<file path="config.mk">
export PLATFORM = sky130hd
export DESIGN_NAME = seq_detect_scheduler
export DESIGN_NICKNAME = d
export VERILOG_FILES = /design/src/rtl/seq_detect_scheduler.sv
export SDC_FILE = /design/constraint.sdc
export NUM_CORES = 1
export LEC_CHECK = 0
export ABC_CLOCK_PERIOD_IN_PS = 14900
export CAP_MARGIN = 25
export CORE_ASPECT_RATIO = 0.8
export CORE_MARGIN = 5
export CORE_UTILIZATION = 37
export DETAILED_ROUTE_END_ITERATION = 10
export GPL_TIMING_DRIVEN = 0
export MAX_ROUTING_LAYER = met4
export PLACE_DENSITY = 0.62
export REMOVE_ABC_BUFFERS = 1
export SLEW_MARGIN = 20
export SYNTH_ARGS = -nofsm -noshare
export SYNTH_HDL_FRONTEND = slang
export SYNTH_SLANG_ARGS = --single-unit
</file>
<file path="constraint.sdc">
create_clock -name clk -period 14.9 [get_ports clk]
set_input_delay 2.98 -clock clk [delete_from_list [all_inputs] [get_ports clk]]
set_output_delay 2.98 -clock clk [all_outputs]
set_load 0.02 [all_outputs]
</file>
<file path="src/rtl/seq_detect_scheduler.sv">
// Shared serial-pattern detector, time-multiplexed over NCH bit-stream requesters.
// A round-robin arbiter feeds one bit per cycle; each channel keeps its own detection context.
module seq_detect_scheduler #(
  parameter int NCH      = 4,
  parameter int PLEN_MAX = 8,
  parameter int CNT_W    = 8
) (
  input  logic                clk,
  input  logic                rst,
  input  logic                cfg_we,
  input  logic [PLEN_MAX-1:0] cfg_pattern,
  input  logic [3:0]          cfg_len,
  input  logic                cfg_overlap,
  output logic                cfg_err,
  input  logic [NCH-1:0]      req_valid,
  input  logic [NCH-1:0]      req_bit,
  output logic [NCH-1:0]      req_ready,
  output logic                match_valid,
  output logic [2:0]          match_ch,
  input  logic [2:0]          cnt_sel,
  output logic [CNT_W-1:0]    cnt_out
);

  localparam int PTR_W = (NCH > 1) ? $clog2(NCH) : 1;
  localparam int SW    = $clog2(PLEN_MAX + 1);

  logic [PLEN_MAX-1:0] pattern_q;
  logic [3:0]          len_q;
  logic                overlap_q;
  logic [PTR_W-1:0]    ptr_q, ptr_d;
  logic [PLEN_MAX-1:0] hist_q  [NCH];
  logic [SW-1:0]       since_q [NCH];
  logic [CNT_W-1:0]    cnt_q   [NCH];
  logic                match_valid_q, match_valid_d;
  logic [2:0]          match_ch_q, match_ch_d;
  logic                cfg_err_q, cfg_err_d;

  logic                grant_any;
  logic [PTR_W-1:0]    grant_idx;
  logic                len_ok;
  logic [PLEN_MAX-1:0] hist_new, len_mask;
  logic [SW-1:0]       since_new;
  logic                hit;

  // Handshake: channel g transfers req_bit[g] at a rising edge where req_valid[g] & req_ready[g];
  // req_ready is one-hot or zero, never depends on req_bit, and is held low during a config write.
  always_comb begin
    int idx;
    grant_any = 1'b0;
    grant_idx = '0;
    for (int i = 0; i < NCH; i++) begin
      idx = int'(ptr_q) + i;
      if (idx >= NCH) idx = idx - NCH;
      if (!grant_any && req_valid[idx]) begin
        grant_any = 1'b1;
        grant_idx = PTR_W'(idx);
      end
    end
    if (cfg_we || rst) grant_any = 1'b0;
  end

  assign req_ready = grant_any ? (NCH'(1) << grant_idx) : '0;
  assign len_ok    = (cfg_len != 4'd0) && (32'(cfg_len) <= PLEN_MAX);

  // Context of the granted channel after absorbing its bit; match is judged on this.
  always_comb begin
    hist_new  = {hist_q[grant_idx][PLEN_MAX-2:0], req_bit[grant_idx]};
    since_new = (32'(since_q[grant_idx]) >= PLEN_MAX) ? SW'(PLEN_MAX)
                                                      : since_q[grant_idx] + SW'(1);
    for (int i = 0; i < PLEN_MAX; i++) begin
      len_mask[i] = (i < int'(len_q));
    end
    hit = grant_any && (((hist_new ^ pattern_q) & len_mask) == '0)
                    && (32'(since_new) >= 32'(len_q));
  end

  always_comb begin
    match_valid_d = hit;
    match_ch_d    = hit ? 3'(grant_idx) : match_ch_q;
    cfg_err_d     = cfg_we && !len_ok;
    ptr_d         = ptr_q;
    if (cfg_we && len_ok) begin
      ptr_d = '0;
    end else if (grant_any) begin
      ptr_d = (int'(grant_idx) == NCH - 1) ? '0 : grant_idx + PTR_W'(1);
    end
  end

  always_ff @(posedge clk or posedge rst) begin
    if (rst) begin
      pattern_q     <= PLEN_MAX'(4'b1010);
      len_q         <= 4'd4;
      overlap_q     <= 1'b0;
      ptr_q         <= '0;
      match_valid_q <= 1'b0;
      match_ch_q    <= '0;
      cfg_err_q     <= 1'b0;
      for (int i = 0; i < NCH; i++) begin
        hist_q[i]  <= '0;
        since_q[i] <= '0;
        cnt_q[i]   <= '0;
      end
    end else begin
      ptr_q         <= ptr_d;
      match_valid_q <= match_valid_d;
      match_ch_q    <= match_ch_d;
      cfg_err_q     <= cfg_err_d;
      if (cfg_we && len_ok) begin
        pattern_q <= cfg_pattern;
        len_q     <= cfg_len;
        overlap_q <= cfg_overlap;
        for (int i = 0; i < NCH; i++) begin
          hist_q[i]  <= '0;
          since_q[i] <= '0;
          cnt_q[i]   <= '0;
        end
      end else if (grant_any) begin
        hist_q[grant_idx]  <= hist_new;
        // Non-overlapping mode restarts the run length so matched bits are not reused.
        since_q[grant_idx] <= (hit && !overlap_q) ? '0 : since_new;
        if (hit && (cnt_q[grant_idx] != '1)) begin
          cnt_q[grant_idx] <= cnt_q[grant_idx] + CNT_W'(1);
        end
      end
    end
  end

  always_comb begin
    cnt_out = '0;
    if (32'(cnt_sel) < NCH) cnt_out = cnt_q[cnt_sel[PTR_W-1:0]];
  end

  assign match_valid = match_valid_q;
  assign match_ch    = match_ch_q;
  assign cfg_err     = cfg_err_q;

endmodule

</file>
# Word-level counts from Yosys, hierarchy flattened
# Index checks and enable logic that the tools add are counted.
dict set report op_classes {
  add_sub_neg 10
  n_mul 0
  bitwise_logic 4
  muxes 60
  shifts 1
  magnitude_cmp 24
  eq_ne 2
  reduce_logical 22
  div 0
}
# op n
set ops {}
lappend ops {{$mux 32} 9}
lappend ops {{$lt 32x4->1 const B} 4}
lappend ops {{$bwmux 32} 2}
lappend ops {{$bmux 8 s2} 3}
lappend ops {{$mux 8} 6}
lappend ops {{$mux 16} 2}
lappend ops {{$mux 4} 6}
lappend ops {{$bwmux 16} 1}
lappend ops {{$demux 8 s2} 1}
lappend ops {{$lt 3x4->1 const A} 4}
lappend ops {{$ge 3x3->1 const B} 5}
lappend ops {{$mux 1} 14}
lappend ops {{$mux 2} 7}
lappend ops {{$mux 7} 2}
lappend ops {{$sub 3x3->4 const B} 3}
lappend ops {{$logic_and 1x1->1} 11}
lappend ops {{$bmux 1 s2} 5}
lappend ops {{$add 8x1->8 const B} 1}
lappend ops {{$and 8x8->8} 1}
lappend ops {{$bmux 4 s2} 1}
lappend ops {{$demux 4 s2} 1}
lappend ops {{$logic_not 8->1} 1}
lappend ops {{$lt 1x4->1 const A} 2}
lappend ops {{$lt 2x4->1 const A} 2}
lappend ops {{22 further kinds} 29}
dict set report word_totals {
  mem_bits_ro 0
  ramBits 0
  output_inout_bits 17
  inputBits 27
  ff_bits 99
  latchBits 0
  mem_count 0
  elab_cells 142
}

# Depth between registers and ports, before layout
# Gate-level depths: netlist of the first run.
dict set report depth {
  word_depth 29
  mapped_depth 25
  ltp_nobuf 19
}

# Worst setup path before layout of the first run
# No wires, ideal clock.
dict set report synth_timing {
  path_type {input -> output}
  from {input port req_valid[0]}
  to {output port req_ready[2]}
  path_stages 11
  slack_ns 6.619
  arrival_time_ns 5.301
  t_required_ns 11.920
  n_path_buf 5
  path_cell_list {a21oi_1 o21ai_1 o2bb2a_4 buf_6 buf_2 buf_2 buf_1 ha_1 nand2_1 inv_1 buf_1}
}
dict set report synth_between {
  elab_chain_len 15
  elab_cells_between_ends 29
  classes_between {shift (1); mux (22); reduce/logical (6)}
}
# element line
set synth_lines {}
lappend synth_lines {{start: declaration} 15} ;# input logic [NCH-1:0] req_valid,
lappend synth_lines {{$bmux 1 s2} 54} ;# if (!grant_any && req_valid[idx]) begin
lappend synth_lines {{$mux 1 (not written as such) (2 in a row)} 54}
lappend synth_lines {{$mux 1} 54}
lappend synth_lines {{$logic_not 1->1} 54}
lappend synth_lines {{$logic_and 1x1->1} 54}
lappend synth_lines {{$mux 1} 54}
lappend synth_lines {{$logic_not 1->1} 54}
lappend synth_lines {{$logic_and 1x1->1} 54}
lappend synth_lines {{$mux 1} 54}
lappend synth_lines {{$logic_not 1->1} 54}
lappend synth_lines {{$logic_and 1x1->1} 54}
lappend synth_lines {{$mux 2 *} 54}
lappend synth_lines {{named net grant_idx[1]} 39} ;# logic [PTR_W-1:0] grant_idx;
lappend synth_lines {{$shl 1x2->4 *} 62} ;# assign req_ready = grant_any ? (NCH'(1) << grant_idx) : '0;
lappend synth_lines {{$mux 4 *} 62}
lappend synth_lines {{end: declaration} 17} ;# output logic [NCH-1:0] req_ready,
# The timed path passes the listed nets; every way through them passes the cells marked *. The select of a mux whose other input is x is not followed.

# Worst setup path in the final report of the first run
dict set report layout_timing {
  from {input port req_valid[0]}
  to {output port req_ready[3]}
}
dict set report layout_between {
  elab_chain_len 15
  elab_cells_between_ends 29
  classes_between {shift (1); mux (22); reduce/logical (6)}
}
# element line
set layout_lines {}
lappend layout_lines {{$bmux 1 s2} 54}
lappend layout_lines {{$mux 1 (not written as such) (2 in a row)} 54}
lappend layout_lines {{$mux 1} 54}
lappend layout_lines {{$logic_not 1->1} 54}
lappend layout_lines {{$logic_and 1x1->1} 54}
lappend layout_lines {{$mux 1} 54}
lappend layout_lines {{$logic_not 1->1} 54}
lappend layout_lines {{$logic_and 1x1->1} 54}
lappend layout_lines {{$mux 1} 54}
lappend layout_lines {{$logic_not 1->1} 54}
lappend layout_lines {{$logic_and 1x1->1} 54}
lappend layout_lines {{$mux 2 / $mux 1 (equally long branches)} 54}
lappend layout_lines {{$shl 1x2->4 / $mux 1 (equally long branches)} {62, 59}}
lappend layout_lines {{$mux 4 *} 62}
# Mark *: on every way between the ends. The rest lies on a longest branch, timed or not. The select of a mux whose other input is x is not followed.

==> impl_table.tex, run 1 <==
\begin{tabular}{lr}
\hline
Metric & Value \\
\hline
\multicolumn{2}{l}{\textbf{Run status}} \\
\quad Status & completed \\
\multicolumn{2}{l}{\textbf{Setup path}} \\
\quad Minimum setup slack among reg-to-reg paths & 9190 ps \\
\quad Capturing point of the worst reg2reg path & since\_q[2]\$\_DFFE\_PP0P\_ \\
\quad Critical path required time & 11920 ps \\
\quad Critical path capture point type & output pin \\
\quad Type of the setup path with the least slack & in2out \\
\quad Start point of the critical path & req\_valid[0] \\
\quad Slowest stage cell, crit path & sky130\_fd\_sc\_hd\_\_clkdlybuf4s50\_1 \\
\quad Highest cell delay on the worst timing path & approximately 710 ps \\
\quad Crit path launch type & primary input \\
\quad Crit Path Max Fanout & 29 \\
\quad Cell with the most instances on the worst path & sky130\_fd\_sc\_hd\_\_clkdlybuf4s50\_1 \\
\quad Critical path, cell by cell & clkdlybuf4s50\_1 > mux2i\_1 > o22ai\_1 > or2\_2 > inv\_2 > ha\_1 > nand2\_1 > inv\_1 > clkdlybuf4s50\_1 \\
\quad Critical path arrival & 6670 ps \\
\quad Critical R2R Launch & ptr\_q[1]\$\_DFFE\_PP0P\_ \\
\quad Worst Reg2Reg Path Length in Cells & 19 \\
\multicolumn{2}{l}{\textbf{Global route}} \\
\quad Global Route Usage Sum & 16.0\% \\
\quad Pin count of the biggest net entering global routing & 71 \\
\quad Overall overflow remaining after global route & 0 \\
\quad Wire length of the first global-routing pass & 21300 microns \\
\quad Vias in the first global route & between 4k and 5k \\
\quad Antenna violations before repair & 0 \\
\multicolumn{2}{l}{\textbf{Floorplan}} \\
\quad Horizontal die dimension & 145 microns \\
\quad Initial Util & $\sim$38\% \\
\quad Placeable core region & 0.0142 sq mm \\
\quad Vertical die dimension & 118 microns \\
\quad Placement Rows & 39 \\
\quad Top-level I/O count & 44 \\
\quad DIE AREA & 0.0170 sq mm \\
\multicolumn{2}{l}{\textbf{Power}} \\
\quad Switching power share of the total & 33.4\% \\
\quad PD cells & 115 mW/mm\^{}2 \\
\quad Logic gate share of total power & 27.9\% \\
\quad VDD IR max & 0.104 mV \\
\quad Proportion of power drawn by flip-flops and latches & between 40\% and 50\% \\
\quad Internal cell power & 0.475 mW \\
\quad Leakage & just under 3 nW \\
\quad Net Sw Power & 0.238 mW \\
\quad Clock network fraction of design power & between 20 and 30\% \\
\multicolumn{2}{l}{\textbf{STA}} \\
\quad Worst-margin pin slew & 756 ps \\
\quad Tcrit/Tclk final & 64.8\% \\
\quad Total of endpoints with negative setup slack in the final report & 0 \\
\quad Achievable clock frequency & roughly 100 MHz \\
\quad Max-slew headroom at the worst pin & about half \\
\quad Count of final max-slew check failures & 0 \\
\quad Hold violation count in the final report & 0 \\
\quad Final Critical Period & roughly 9700 ps \\
\quad Fin Setup TNS & 0 ps \\
\quad Hold slack & 476 ps \\
\quad Final setup skew & between 9 and 10 ps \\
\quad Unrepaired setup endpoints after global routing & false \\
\multicolumn{2}{l}{\textbf{Synthesis}} \\
\quad Unique masters post-synth & 44 \\
\quad Number of instances in the synthesized netlist & 542 \\
\quad Number of synthesis warnings & 0 \\
\quad Asr flop ratio synth & 100\% \\
\quad Post-synthesis instance area & 0.00536 sq mm \\
\quad Synth Area per Inst & 9.89 sq um \\
\quad Number of flops mapped to enable cells by yosys & 0 \\
\quad Number of synthesized register bits & 95 \\
\quad Sequential cell area fraction in the yosys report & between 40 and 50\% \\
\quad Most common flop cell mapped by yosys & sky130\_fd\_sc\_hd\_\_dfrtp\_1 \\
\multicolumn{2}{l}{\textbf{Placed design}} \\
\quad Placed instance count & between 700 and 800 \\
\quad Final HPWL from detailed placement & 8560 microns \\
\quad Routability congestion estimate & 0.789 \\
\quad Number of buffers added on ports & 42 \\
\multicolumn{2}{l}{\textbf{Finish}} \\
\quad Layout-stage area growth over the synthesis result & 15.6\% \\
\quad Share of final-layout standard cells stronger than drive strength 1 & 9.95\% \\
\quad N\_diodes & 0 \\
\quad Fill count & approximately 1.4k \\
\quad Final core occ & 43.5\% \\
\quad Number of nets in the layout & around 610 \\
\quad Finished Layout Cells & around 760 \\
\multicolumn{2}{l}{\textbf{Hold path}} \\
\quad Hold depth & 2 \\
\quad Endpoint of the worst hold path & overlap\_q\$\_DFFE\_PP0P\_ \\
\quad Hold Crit Start & overlap\_q\$\_DFFE\_PP0P\_ \\
\quad Type of the tightest min-delay check & reg2reg \\
\multicolumn{2}{l}{\textbf{Clock tree}} \\
\quad Cell at the root of the clock tree & sky130\_fd\_sc\_hd\_\_clkbuf\_16 \\
\quad Clk Latency, worst-skew pair & $\sim$340 ps \\
\quad Number of buffers between clock root and the deepest sink & 2 \\
\quad TritonCTS clock tree & done \\
\quad Inserted Clock Buffers & 9 \\
\quad CTS resizes & 0 \\
\quad Number of buffers inserted to repair setup after CTS & 0 \\
\quad CTS H-Tree Depth & 3 \\
\quad Clock Sinks & 95 \\
\quad Hold-fix buffers at CTS & 0 \\
\quad Clock input transition at the sequential cells of the worst setup and hold paths & approximately 60 ps \\
\multicolumn{2}{l}{\textbf{Routing}} \\
\quad Avg WL per Cell & 16.9 microns \\
\quad Avg Vias per Cell & 5.33 \\
\quad Initial detailed-routing violation count & 329 \\
\quad Total via count after detailed routing & 4033 \\
\quad Number of search-and-repair iterations in the first detailed-routing pass & 5 \\
\quad DRC & 0 \\
\quad Final WL & between 10000 and 15000 microns \\
\quad Antenna-violating nets left & 0 \\
\multicolumn{2}{l}{\textbf{Flow run}} \\
\quad \# Max-Cap Violations & 0 \\
\hline
\end{tabular}
cell usage after synthesis (2+ instances only):
master	instances	area share [%]
sky130_fd_sc_hd__nand2_1	119	8.3
sky130_fd_sc_hd__dfrtp_1	92	43
sky130_fd_sc_hd__mux2i_1	67	13
sky130_fd_sc_hd__nand3_1	32	3.0
sky130_fd_sc_hd__nor2_1	20	1.4
sky130_fd_sc_hd__o21ai_0	19	1.8
sky130_fd_sc_hd__mux2_2	18	3.8
sky130_fd_sc_hd__a32o_1	17	3.2
sky130_fd_sc_hd__inv_1	17	1.2
sky130_fd_sc_hd__clkbuf_1	16	1.1
sky130_fd_sc_hd__xnor2_1	12	2.0
sky130_fd_sc_hd__a21oi_1	11	1.0
sky130_fd_sc_hd__and2_1	11	1.3
sky130_fd_sc_hd__nor2b_1	11	1.3
sky130_fd_sc_hd__xor2_1	11	1.8
sky130_fd_sc_hd__ha_1	10	2.3
sky130_fd_sc_hd__mux4_2	8	3.4
sky130_fd_sc_hd__nor3_1	6	0.56
sky130_fd_sc_hd__buf_1	5	0.35
sky130_fd_sc_hd__buf_2	4	0.37
sky130_fd_sc_hd__nand3_2	4	0.75
sky130_fd_sc_hd__a22o_1	3	0.49
sky130_fd_sc_hd__dfstp_2	3	1.5
sky130_fd_sc_hd__nand2b_1	3	0.35
sky130_fd_sc_hd__a211oi_1	2	0.28
sky130_fd_sc_hd__buf_6	2	0.42
sky130_fd_sc_hd__or4_1	2	0.28
critical path: cells and delay by family:
kind | cells | cell delay, ps
AOI/OAI and AO/OA | 1 | 120
adders and majority gates | 1 | 250
buffers and inverters | 4 | 2280
muxes | 1 | 190
and+or+nand+nor | 2 | 830
metal layers:
| metal | vias up | part of all wire (%) | GRT usage (%) |
|---|---|---|---|
| li1 | 1927 | - | - |
| met1 | 2008 | 47 | 21.9 |
| met2 | 88 | 48 | 24.7 |
| met3 | 10 | 3.7 | 3.29 |
| met4 | 0 | 0.81 | 3.15 |
| met5 | - | 0 | - |
layout by cell type (no fill, tap or decap), drive strengths merged:
master / Yosys / final
nand2: 119 / 119
dfrtp: 92 / 92
mux2i: 67 / 67
clkdlybuf4s50: 0 / 42
nand3: 36 / 36
nor2: 20 / 20
o21ai: 20 / 20
inv: 18 / 19
mux2: 18 / 18
a32o: 17 / 17
xnor2: 12 / 12
and2: 11 / 11
a21oi: 11 / 11
xor2: 11 / 11
nor2b: 11 / 11
ha: 10 / 10
clkbuf: 17 / 10
mux4: 8 / 8
nor3: 7 / 7
clkinv: 0 / 4
a22o: 3 / 3
nand2b: 3 / 3
dfstp: 3 / 3
a211oi: 2 / 2
or4: 2 / 2
clkinvlp: 0 / 2
o31ai: 1 / 1
o32ai: 1 / 1
o21a: 1 / 1
a31oi: 1 / 1
or3: 1 / 1
o2111ai: 1 / 1
and3: 1 / 1
o2bb2a: 1 / 1
o22ai: 1 / 1
or2: 1 / 1
nor4: 1 / 1
conb: 1 / 1
buf: 12 / 1
cells by family after synthesis:
kind of cell | count (synthesis) | share of synthesized area [%]
other | 1 | 0.0699
AO/OA/AOI/OAI | 60 | 8.05
AND/OR/NAND/NOR | 213 | 18.0
buffers and inverters | 47 | 3.76
multiplexers | 93 | 19.6
XOR/XNOR | 23 | 3.76
adder cells (fa/ha/maj) | 10 | 2.33
flip-flops | 95 | 44.4
layout make-up:
type / count / area [sq um] / area share, %
timing repair buffer: 44 / 453 / 7.31
clock inverter: 7 / 47.5 / 0.767
multi-input combinational: 400 / 2790 / 45.0
inverter: 18 / 72.6 / 1.17
sequential: 95 / 2380 / 38.4
tap: 184 / 230 / 3.71
clock buffer: 9 / 225 / 3.63
through the flow:
| stage | area [sq um] | setup slack, ps | power [mW] |
|---|---|---|---|
| floorplan | 5230 | 7030 | 0.440 |
| global placement | 5880 | 4870 | 0.497 |
| detailed placement | 5920 | 5230 | 0.504 |
| CTS | 6190 | 5220 | 0.720 |
| global route | 6200 | 5030 | 0.754 |
| finish | 6200 | 5250 | 0.713 |
worst max-delay path by stage:
| stage | end | slack [ps] |
|---|---|---|
| final | req_ready[3] | 5250 |
| after global routing | req_ready[1] | 5030 |
| after CTS | req_ready[1] | 5220 |
| after detailed placement | req_ready[3] | 5230 |
| after global placement | req_ready[1] | 4870 |
| after floorplan | req_ready[3] | 7030 |
power groups by stage:
stage / Combinational [mW] / Clock, mW / Sequential (mW)
after floorplan: 0.136 / 0 / 0.304
after global placement: 0.193 / 0 / 0.304
after detailed placement: 0.198 / 0 / 0.305
after CTS: 0.199 / 0.220 / 0.301
after global routing: 0.220 / 0.230 / 0.304
final: 0.199 / 0.213 / 0.301
sequential cells by signal, summed over array words and instances, names as in the netlist:
name,count
cnt_q,32
hist_q,28
since_q,16
pattern_q,8
len_q,4
match_ch,2
ptr_q,2
cfg_err,1
match_valid,1
overlap_q,1
(Power assumes the default switching activity.)
==> run 2, diff against run 1 <==
--- a/config.mk
+++ b/config.mk
@@ -5,7 +5,7 @@
 export SDC_FILE = /design/constraint.sdc
 export NUM_CORES = 1
 export LEC_CHECK = 0
-export ABC_CLOCK_PERIOD_IN_PS = 14900
+export ABC_CLOCK_PERIOD_IN_PS = 7940
 export CAP_MARGIN = 25
 export CORE_ASPECT_RATIO = 0.8
 export CORE_MARGIN = 5
@@ -13,7 +13,7 @@
 export DETAILED_ROUTE_END_ITERATION = 10
 export GPL_TIMING_DRIVEN = 0
 export MAX_ROUTING_LAYER = met4
-export PLACE_DENSITY = 0.62
+export PLACE_DENSITY = 0.64
 export REMOVE_ABC_BUFFERS = 1
 export SLEW_MARGIN = 20
 export SYNTH_ARGS = -nofsm -noshare
==> constraint.sdc (replaced) <==
create_clock -name clk -period 7.94 [get_ports clk]
set_input_delay 1.588 -clock clk [delete_from_list [all_inputs] [get_ports clk]]
set_output_delay 1.588 -clock clk [all_outputs]
set_load 0.02 [all_outputs]
==> run 2 against run 1 <==
Net effect: first-iteration DRC count fell by 10%; via count fell by 1.1%; sequential cell count did not move; sequential power rose by 88%; combinational power rose by 87%; critical path type unchanged; critical endpoint unchanged; largest power group unchanged.
==> impl_table.tex, run 2 (same netlist as run 1, synthesis figures left out) <==
\begin{tabular}{lr}
\hline
Metric & Value \\
\hline
\multicolumn{2}{l}{\textbf{Run status}} \\
\quad Status & completed \\
\multicolumn{2}{l}{\textbf{Setup path}} \\
\quad Type of the setup path with the least slack & in2out \\
\quad Critical path required time & 6350 ps (-5570 ps) \\
\quad Highest cell delay on the worst timing path & 710 ps (about the same) \\
\quad Crit path launch type & primary input \\
\quad Critical path, cell by cell & clkdlybuf4s50\_1 > mux2i\_1 > o22ai\_1 > or2\_2 > inv\_2 > ha\_1 > nand2\_1 > inv\_1 > clkdlybuf4s50\_1 \\
\quad Slowest stage cell, crit path & sky130\_fd\_sc\_hd\_\_clkdlybuf4s50\_1 \\
\quad Cell with the most instances on the worst path & sky130\_fd\_sc\_hd\_\_clkdlybuf4s50\_1 \\
\quad Crit Path Max Fanout & 29 (unchanged) \\
\quad Minimum setup slack among reg-to-reg paths & 2300 ps (-6890 ps) \\
\quad Critical path arrival & 5290 ps (-1380 ps) \\
\quad Critical path capture point type & output pin \\
\multicolumn{2}{l}{\textbf{Clock tree}} \\
\quad Number of buffers inserted to repair setup after CTS & 0 (unchanged) \\
\quad Inserted Clock Buffers & 9 (unchanged) \\
\quad Clock Sinks & 95 (unchanged) \\
\quad TritonCTS clock tree & done \\
\quad Hold-fix buffers at CTS & 0 (unchanged) \\
\quad CTS H-Tree Depth & 3 (unchanged) \\
\quad CTS resizes & 0 (unchanged) \\
\quad Cell at the root of the clock tree & sky130\_fd\_sc\_hd\_\_clkbuf\_16 \\
\quad Number of buffers between clock root and the deepest sink & 2 (unchanged) \\
\quad Clk Latency, worst-skew pair & 350 ps (about the same) \\
\quad Clock input transition at the sequential cells of the worst setup and hold paths & 70 ps (about the same) \\
\multicolumn{2}{l}{\textbf{Placed design}} \\
\quad Final HPWL from detailed placement & 8640 microns (+0.94\%) \\
\quad Number of buffers added on ports & 42 (unchanged) \\
\quad Placed instance count & 740 (unchanged) \\
\quad Routability congestion estimate & 0.774 (-2.0\%) \\
\multicolumn{2}{l}{\textbf{Global route}} \\
\quad Pin count of the biggest net entering global routing & 72 (+1.4\%) \\
\quad Global Route Usage Sum & 16.2\% (+0.20 points) \\
\quad Grt met2 use & 24.4\% (-0.32 points) \\
\quad Antenna violations before repair & 0 (unchanged) \\
\quad Wire length of the first global-routing pass & 21300 microns (about the same) \\
\quad Met1 capacity usage during global routing & 22.1\% (+0.20 points) \\
\quad Global routing's busiest layer & met2 \\
\quad Met3 layer usage reported by global route & 2.44\% (-0.85 points) \\
\quad Overall overflow remaining after global route & 0 (unchanged) \\
\quad Vias in the first global route & 4155 (-1.0\%) \\
\multicolumn{2}{l}{\textbf{Finish}} \\
\quad Commonest cells after routing, fill and taps aside & sky130\_fd\_sc\_hd\_\_nand2\_1 (118), sky130\_fd\_sc\_hd\_\_dfrtp\_1 (92), sky130\_fd\_sc\_hd\_\_mux2i\_1 (67) \\
\quad Finished Layout Cells & 756 (-0.13\%) \\
\quad Top flop regs & cnt\_q (32), hist\_q (28), since\_q (16) \\
\quad Share of final-layout standard cells stronger than drive strength 1 & 9.79\% (-0.16 points) \\
\quad Layout-stage area growth over the synthesis result & 16.6\% \\
\quad Total area of multi-input combinational cells & 0.00279 sq mm (+0.18\%) \\
\quad Number of nets in the layout & 604 (-0.17\%) \\
\quad N\_diodes & 0 (unchanged) \\
\quad Flip-flop count of the largest register after layout & 32 (unchanged) \\
\quad Most frequent standard cell in the layout excluding fill and tap cells & sky130\_fd\_sc\_hd\_\_nand2\_1 \\
\quad Top reg by flops & cnt\_q \\
\quad Fill count & 1360 (+0.52\%) \\
\quad Final core occ & 43.9\% (+0.40 points) \\
\quad FF/Latch Area & 0.00238 sq mm (unchanged) \\
\multicolumn{2}{l}{\textbf{Hold path}} \\
\quad Type of the tightest min-delay check & reg2reg \\
\multicolumn{2}{l}{\textbf{Power}} \\
\quad Leakage & 3.01 nW (+0.87\%) \\
\quad VDD IR max & 0.133 mV (+28\%) \\
\quad PD cells & 226 mW/mm\^{}2 (+97\%) \\
\quad Power, Total & 1.41 mW (+98\%) \\
\multicolumn{2}{l}{\textbf{STA}} \\
\quad Achievable clock frequency & 145 MHz \\
\quad Final setup skew & 6.37 ps (-3.41 ps) \\
\quad Worst-margin pin slew & 758 ps (+2.04 ps) \\
\quad Final Critical Period & 6880 ps \\
\quad Hold violation count in the final report & 0 (unchanged) \\
\quad Max-slew headroom at the worst pin & 49.5\% (-0.14 points) \\
\quad Total of endpoints with negative setup slack in the final report & 0 (unchanged) \\
\quad Unrepaired setup endpoints after global routing & false \\
\quad Fin Setup TNS & 0 ps (unchanged) \\
\quad Tcrit/Tclk final & 86.6\% \\
\quad Hold slack & 471 ps (-5.34 ps) \\
\quad Count of final max-slew check failures & 0 (unchanged) \\
\multicolumn{2}{l}{\textbf{Routing}} \\
\quad Number of search-and-repair iterations in the first detailed-routing pass & 5 (unchanged) \\
\quad Avg Vias per Cell & 5.28 (-0.94\%) \\
\quad Final WL & 12800 microns (-0.14\%) \\
\quad Antenna-violating nets left & 0 (unchanged) \\
\quad Initial detailed-routing violation count & 296 (-10\%) \\
\quad DRC & 0 (unchanged) \\
\quad Avg WL per Cell & 16.9 microns (about the same) \\
\quad Total via count after detailed routing & 3990 (-1.1\%) \\
\multicolumn{2}{l}{\textbf{Floorplan}} \\
\quad Placeable core region & 0.0142 sq mm (unchanged) \\
\quad DIE AREA & 0.0170 sq mm (unchanged) \\
\quad Horizontal die dimension & 145 microns (unchanged) \\
\quad Initial Util & 37.6\% (unchanged) \\
\quad Placement Rows & 39 (unchanged) \\
\quad Vertical die dimension & 118 microns (unchanged) \\
\quad Top-level I/O count & 44 (unchanged) \\
\multicolumn{2}{l}{\textbf{Flow run}} \\
\quad \# Max-Cap Violations & 0 (unchanged) \\
\hline
\end{tabular}
run 2: final timing paths:
check                                 startpoint                        to  depth (start not counted)
setup reg to reg            ptr_q[1]$_DFFE_PP0P_   since_q[10]$_DFFE_PP0P_                         19
hold reg to reg            overlap_q$_DFFE_PP0P_     overlap_q$_DFFE_PP0P_                          2
setup / recovery                    req_valid[0]              req_ready[3]                          9
max in group asynchronous                    rst  pattern_q[1]$_DFFE_PP1P_                          3
min in group asynchronous                    rst      ptr_q[0]$_DFFE_PP0P_                          2
hold / removal             overlap_q$_DFFE_PP0P_     overlap_q$_DFFE_PP0P_                          2
run 2: layer usage:
| layer | vias to the layer above | wire, microns |
|---|---|---|
| met3 | 14 | 459 |
| li1 | 1932 | - |
| met1 | 1970 | 6080 |
| met2 | 74 | 6070 |
| met4 | 0 | 182 |
| met5 | - | 0 |
run 2: where the power goes:
group	switching [mW]	internal (mW)	leakage (nW)	total [mW]
logic	0.224	0.148	1.55	0.372
registers	0.0334	0.532	1.29	0.565
clock network	0.190	0.288	0.161	0.478
run 2: area by class of cell:
type	instances	share of cell area [%]
inverters	18	1.16
repair buffers	43	7.16
clock inverters	5	1.38
clock buffers	11	3.88
well taps	184	3.68
multi-input cells	400	44.7
flip-flops and latches	95	38.1
run 2: through the flow:
step                instance area (sq um)  worst slack (ps)
floorplan                            5230              2090
global placement                     5880               286
detailed placement                   5920               651
CTS                                  6250              1010
global route                         6250               595
finish                               6250              1060
run 2: critical path: cells and delay by family:
family	cells	cell delay, ps
fa+ha+maj	1	250
simple gates	2	820
buf+inv	4	2310
compound gates	1	110
mux	1	170
==> run 3, diff against run 2 <==
--- a/config.mk
+++ b/config.mk
@@ -7,7 +7,7 @@
 export LEC_CHECK = 0
 export ABC_CLOCK_PERIOD_IN_PS = 7940
 export CAP_MARGIN = 25
-export CORE_ASPECT_RATIO = 0.8
+export CORE_ASPECT_RATIO = 0.9
 export CORE_MARGIN = 5
 export CORE_UTILIZATION = 37
 export DETAILED_ROUTE_END_ITERATION = 10
==> run 3 against run 2 <==
Net effect: clock-buffer cell count grew 2; non-clock buffer count is the same; via count grew 0.45%; first-iteration DRC count shrank 41%; core utilization grew 0.12 points; clock skew shrank 3.4 ps; clock power shrank 15%; critical path type unchanged; final cell count grew 1.2%; sequential cell count is the same; combinational power shrank 1%.
==> impl_table.tex, run 3 (same netlist as run 1, synthesis figures left out) <==
\begin{tabular}{lr}
\hline
Metric & Value \\
\hline
\multicolumn{2}{l}{\textbf{Finish}} \\
\quad N\_diodes & 0 (unchanged) \\
\quad Flip-flop count of the largest register after layout & 32 (unchanged) \\
\quad Number of nets in the layout & 604 (unchanged) \\
\quad Most frequent standard cell in the layout excluding fill and tap cells & sky130\_fd\_sc\_hd\_\_nand2\_1 \\
\quad Top flop regs & cnt\_q (32), hist\_q (28), since\_q (16) \\
\quad Commonest cells after routing, fill and taps aside & sky130\_fd\_sc\_hd\_\_nand2\_1 (118), sky130\_fd\_sc\_hd\_\_dfrtp\_1 (92), sky130\_fd\_sc\_hd\_\_mux2i\_1 (67) \\
\quad Share of final-layout standard cells stronger than drive strength 1 & 9.44\% (-0.35 points) \\
\quad Top reg by flops & cnt\_q \\
\quad Layout-stage area growth over the synthesis result & 15.8\% \\
\multicolumn{2}{l}{\textbf{Setup path}} \\
\quad Critical path, cell by cell & clkdlybuf4s50\_1 > mux2i\_1 > o22ai\_1 > or2\_2 > inv\_2 > ha\_1 > nand2\_1 > inv\_1 > clkdlybuf4s50\_1 \\
\quad Capturing point of the worst reg2reg path & since\_q[14]\$\_DFFE\_PP0P\_ \\
\quad Crit Path Max Fanout & 29 (unchanged) \\
\quad Critical path arrival & 5380 ps (+90 ps) \\
\quad Critical R2R Launch & ptr\_q[1]\$\_DFFE\_PP0P\_ \\
\quad Cell with the most instances on the worst path & sky130\_fd\_sc\_hd\_\_clkdlybuf4s50\_1 \\
\quad Critical path capture point type & output pin \\
\quad Critical path required time & 6350 ps (about the same) \\
\quad Highest cell delay on the worst timing path & 710 ps (about the same) \\
\quad End point of the critical path & req\_ready[3] \\
\quad Crit path launch type & primary input \\
\quad Start point of the critical path & req\_valid[0] \\
\quad Slowest stage cell, crit path & sky130\_fd\_sc\_hd\_\_clkdlybuf4s50\_1 \\
\quad Number of logic stages on the critical path including buffering & 9 (unchanged) \\
\quad Minimum setup slack among reg-to-reg paths & 2280 ps (-20 ps) \\
\quad CP top delay family & buffers and inverters \\
\quad Type of the setup path with the least slack & in2out \\
\quad WP buf/inv & 4 (unchanged) \\
\quad Worst Reg2Reg Path Length in Cells & 19 (unchanged) \\
\multicolumn{2}{l}{\textbf{Placed design}} \\
\quad Final HPWL from detailed placement & 8560 microns (-0.92\%) \\
\quad Number of buffers added on ports & 42 (unchanged) \\
\quad Routability congestion estimate & 0.790 (+2.2\%) \\
\multicolumn{2}{l}{\textbf{Routing}} \\
\quad Initial detailed-routing violation count & 176 (-41\%) \\
\quad Antenna-violating nets left & 0 (unchanged) \\
\quad Number of search-and-repair iterations in the first detailed-routing pass & 4 (-1) \\
\quad Total via count after detailed routing & 4008 (+0.45\%) \\
\quad Final WL & 12700 microns (-0.90\%) \\
\quad DRC & 0 (unchanged) \\
\quad Avg Vias per Cell & 5.24 (-0.73\%) \\
\quad Avg WL per Cell & 16.6 microns (-2.1\%) \\
\multicolumn{2}{l}{\textbf{STA}} \\
\quad Hold slack & 466 ps (-4.33 ps) \\
\quad Total of endpoints with negative setup slack in the final report & 0 (unchanged) \\
\quad Fin Setup TNS & 0 ps (unchanged) \\
\quad Count of final max-slew check failures & 0 (unchanged) \\
\quad Tcrit/Tclk final & 87.8\% (+1.2 points) \\
\quad Worst-margin pin slew & 984 ps (+227 ps) \\
\quad Max-slew headroom at the worst pin & 33.9\% (-16 points) \\
\quad Achievable clock frequency & 143 MHz (-1.4\%) \\
\quad Unrepaired setup endpoints after global routing & false \\
\quad Hold violation count in the final report & 0 (unchanged) \\
\quad Final Critical Period & 6970 ps (+94.7 ps) \\
\quad Final setup skew & 2.94 ps (-3.43 ps) \\
\multicolumn{2}{l}{\textbf{Clock tree}} \\
\quad Cell at the root of the clock tree & sky130\_fd\_sc\_hd\_\_clkbuf\_16 \\
\quad Clk Latency, worst-skew pair & 350 ps (about the same) \\
\quad Clock Sinks & 95 (unchanged) \\
\quad Hold-fix buffers at CTS & 0 (unchanged) \\
\quad Number of buffers inserted to repair setup after CTS & 0 (unchanged) \\
\quad CTS resizes & 0 (unchanged) \\
\quad Inserted Clock Buffers & 9 (unchanged) \\
\quad Number of buffers between clock root and the deepest sink & 2 (unchanged) \\
\quad Clock input transition at the sequential cells of the worst setup and hold paths & 60 ps (about the same) \\
\quad CTS H-Tree Depth & 3 (unchanged) \\
\quad TritonCTS clock tree & done \\
\multicolumn{2}{l}{\textbf{Hold path}} \\
\quad Hold depth & 2 (unchanged) \\
\quad Type of the tightest min-delay check & reg2reg \\
\multicolumn{2}{l}{\textbf{Floorplan}} \\
\quad Top-level I/O count & 44 (unchanged) \\
\quad Initial Util & 38.0\% (+0.38 points) \\
\quad Horizontal die dimension & 137 microns (-5.3\%) \\
\quad Placeable core region & 0.0141 sq mm (-0.99\%) \\
\quad Placement Rows & 41 (+5.1\%) \\
\quad DIE AREA & 0.0170 sq mm (about the same) \\
\quad Vertical die dimension & 124 microns (+5.5\%) \\
\multicolumn{2}{l}{\textbf{Global route}} \\
\quad Vias in the first global route & 4164 (+0.22\%) \\
\quad Wire length of the first global-routing pass & 21600 microns (+1.3\%) \\
\quad Pin count of the biggest net entering global routing & 71 (-1.4\%) \\
\quad Antenna violations before repair & 0 (unchanged) \\
\quad Overall overflow remaining after global route & 0 (unchanged) \\
\quad Global Route Usage Sum & 16.3\% (+0.16 points) \\
\multicolumn{2}{l}{\textbf{Power}} \\
\quad VDD IR max & 0.109 mV (-18\%) \\
\quad Power, Total & 1.34 mW (-5.2\%) \\
\quad PD cells & 216 mW/mm\^{}2 (-4.5\%) \\
\quad Leakage & 2.98 nW (-0.87\%) \\
\multicolumn{2}{l}{\textbf{Run status}} \\
\quad Status & completed \\
\multicolumn{2}{l}{\textbf{Flow run}} \\
\quad \# Max-Cap Violations & 0 (unchanged) \\
\hline
\end{tabular}
==> run 3: metal layers <==
layer | part of all wire (%) | vias up | routed length (microns) | track usage [%]
li1 | - | 1927 | - | -
met1 | 48 | 1993 | 6050 | 22.2
met2 | 47 | 69 | 5970 | 24.2
met3 | 2.8 | 19 | 360 | 2.87
met4 | 2.3 | 0 | 295 | 6.63
met5 | 0 | - | 0 | -
==> run 3: worst min path at each step <==
stage	startpoint	endpoint	slack [ps]
2_1_floorplan	overlap_q$_DFFE_PP0P_	overlap_q$_DFFE_PP0P_	440
3_3_place_gp	overlap_q$_DFFE_PP0P_	overlap_q$_DFFE_PP0P_	450
3_5_place_dp	overlap_q$_DFFE_PP0P_	overlap_q$_DFFE_PP0P_	450
4_1_cts	overlap_q$_DFFE_PP0P_	overlap_q$_DFFE_PP0P_	470
5_1_grt	since_q[0]$_DFFE_PP0P_	since_q[0]$_DFFE_PP0P_	500
6_report	overlap_q$_DFFE_PP0P_	overlap_q$_DFFE_PP0P_	470
==> run 3: final cells by class <==
| type | count | area, sq um |
|---|---|---|
| fill | 1306 | 7900 |
| multi-input combinational | 400 | 2790 |
| sequential | 95 | 2380 |
| timing repair buffer | 43 | 448 |
| clock buffer | 13 | 260 |
| tap | 193 | 241 |
| inverter | 18 | 72.6 |
| clock inverter | 3 | 17.5 |
==> run 3: worst register-to-register path: stages, from the launching register on <==
cell and delay [ps]:
sky130_fd_sc_hd__dfrtp_1 470, sky130_fd_sc_hd__mux2i_1 260, sky130_fd_sc_hd__o22ai_1 130, sky130_fd_sc_hd__or2_2 570, sky130_fd_sc_hd__inv_2 610, sky130_fd_sc_hd__nand2_1 120
sky130_fd_sc_hd__o21ai_0 140, sky130_fd_sc_hd__inv_1 80, sky130_fd_sc_hd__ha_1 210, sky130_fd_sc_hd__xnor2_1 120, sky130_fd_sc_hd__a21oi_1 330, sky130_fd_sc_hd__ha_1 180
sky130_fd_sc_hd__o21ai_0 70, sky130_fd_sc_hd__a21oi_1 120, sky130_fd_sc_hd__o21a_1 120, sky130_fd_sc_hd__o21ai_0 60, sky130_fd_sc_hd__or4_1 560, sky130_fd_sc_hd__nor3_4 520
sky130_fd_sc_hd__nand2b_1 470, sky130_fd_sc_hd__a32o_1 410
==> run 3: power breakdown <==
group	switching, mW	total, mW	internal (mW)	leakage (nW)
Clock	0.180	0.408	0.229	0.136
Sequential	0.0341	0.566	0.532	1.29
Combinational	0.220	0.367	0.147	1.55
Total	0.433	1.34	0.907	2.98
==> run 3: per-stage QoR <==
step	util, %	instances	cell area (sq um)	setup WS, ps
floorplan	-	513	5230	2090
finish	44.0	765	6210	967
global placement	41.8	748	5890	305
global route	44.0	765	6210	557
detailed placement	42.0	749	5930	683
CTS	44.0	765	6210	990
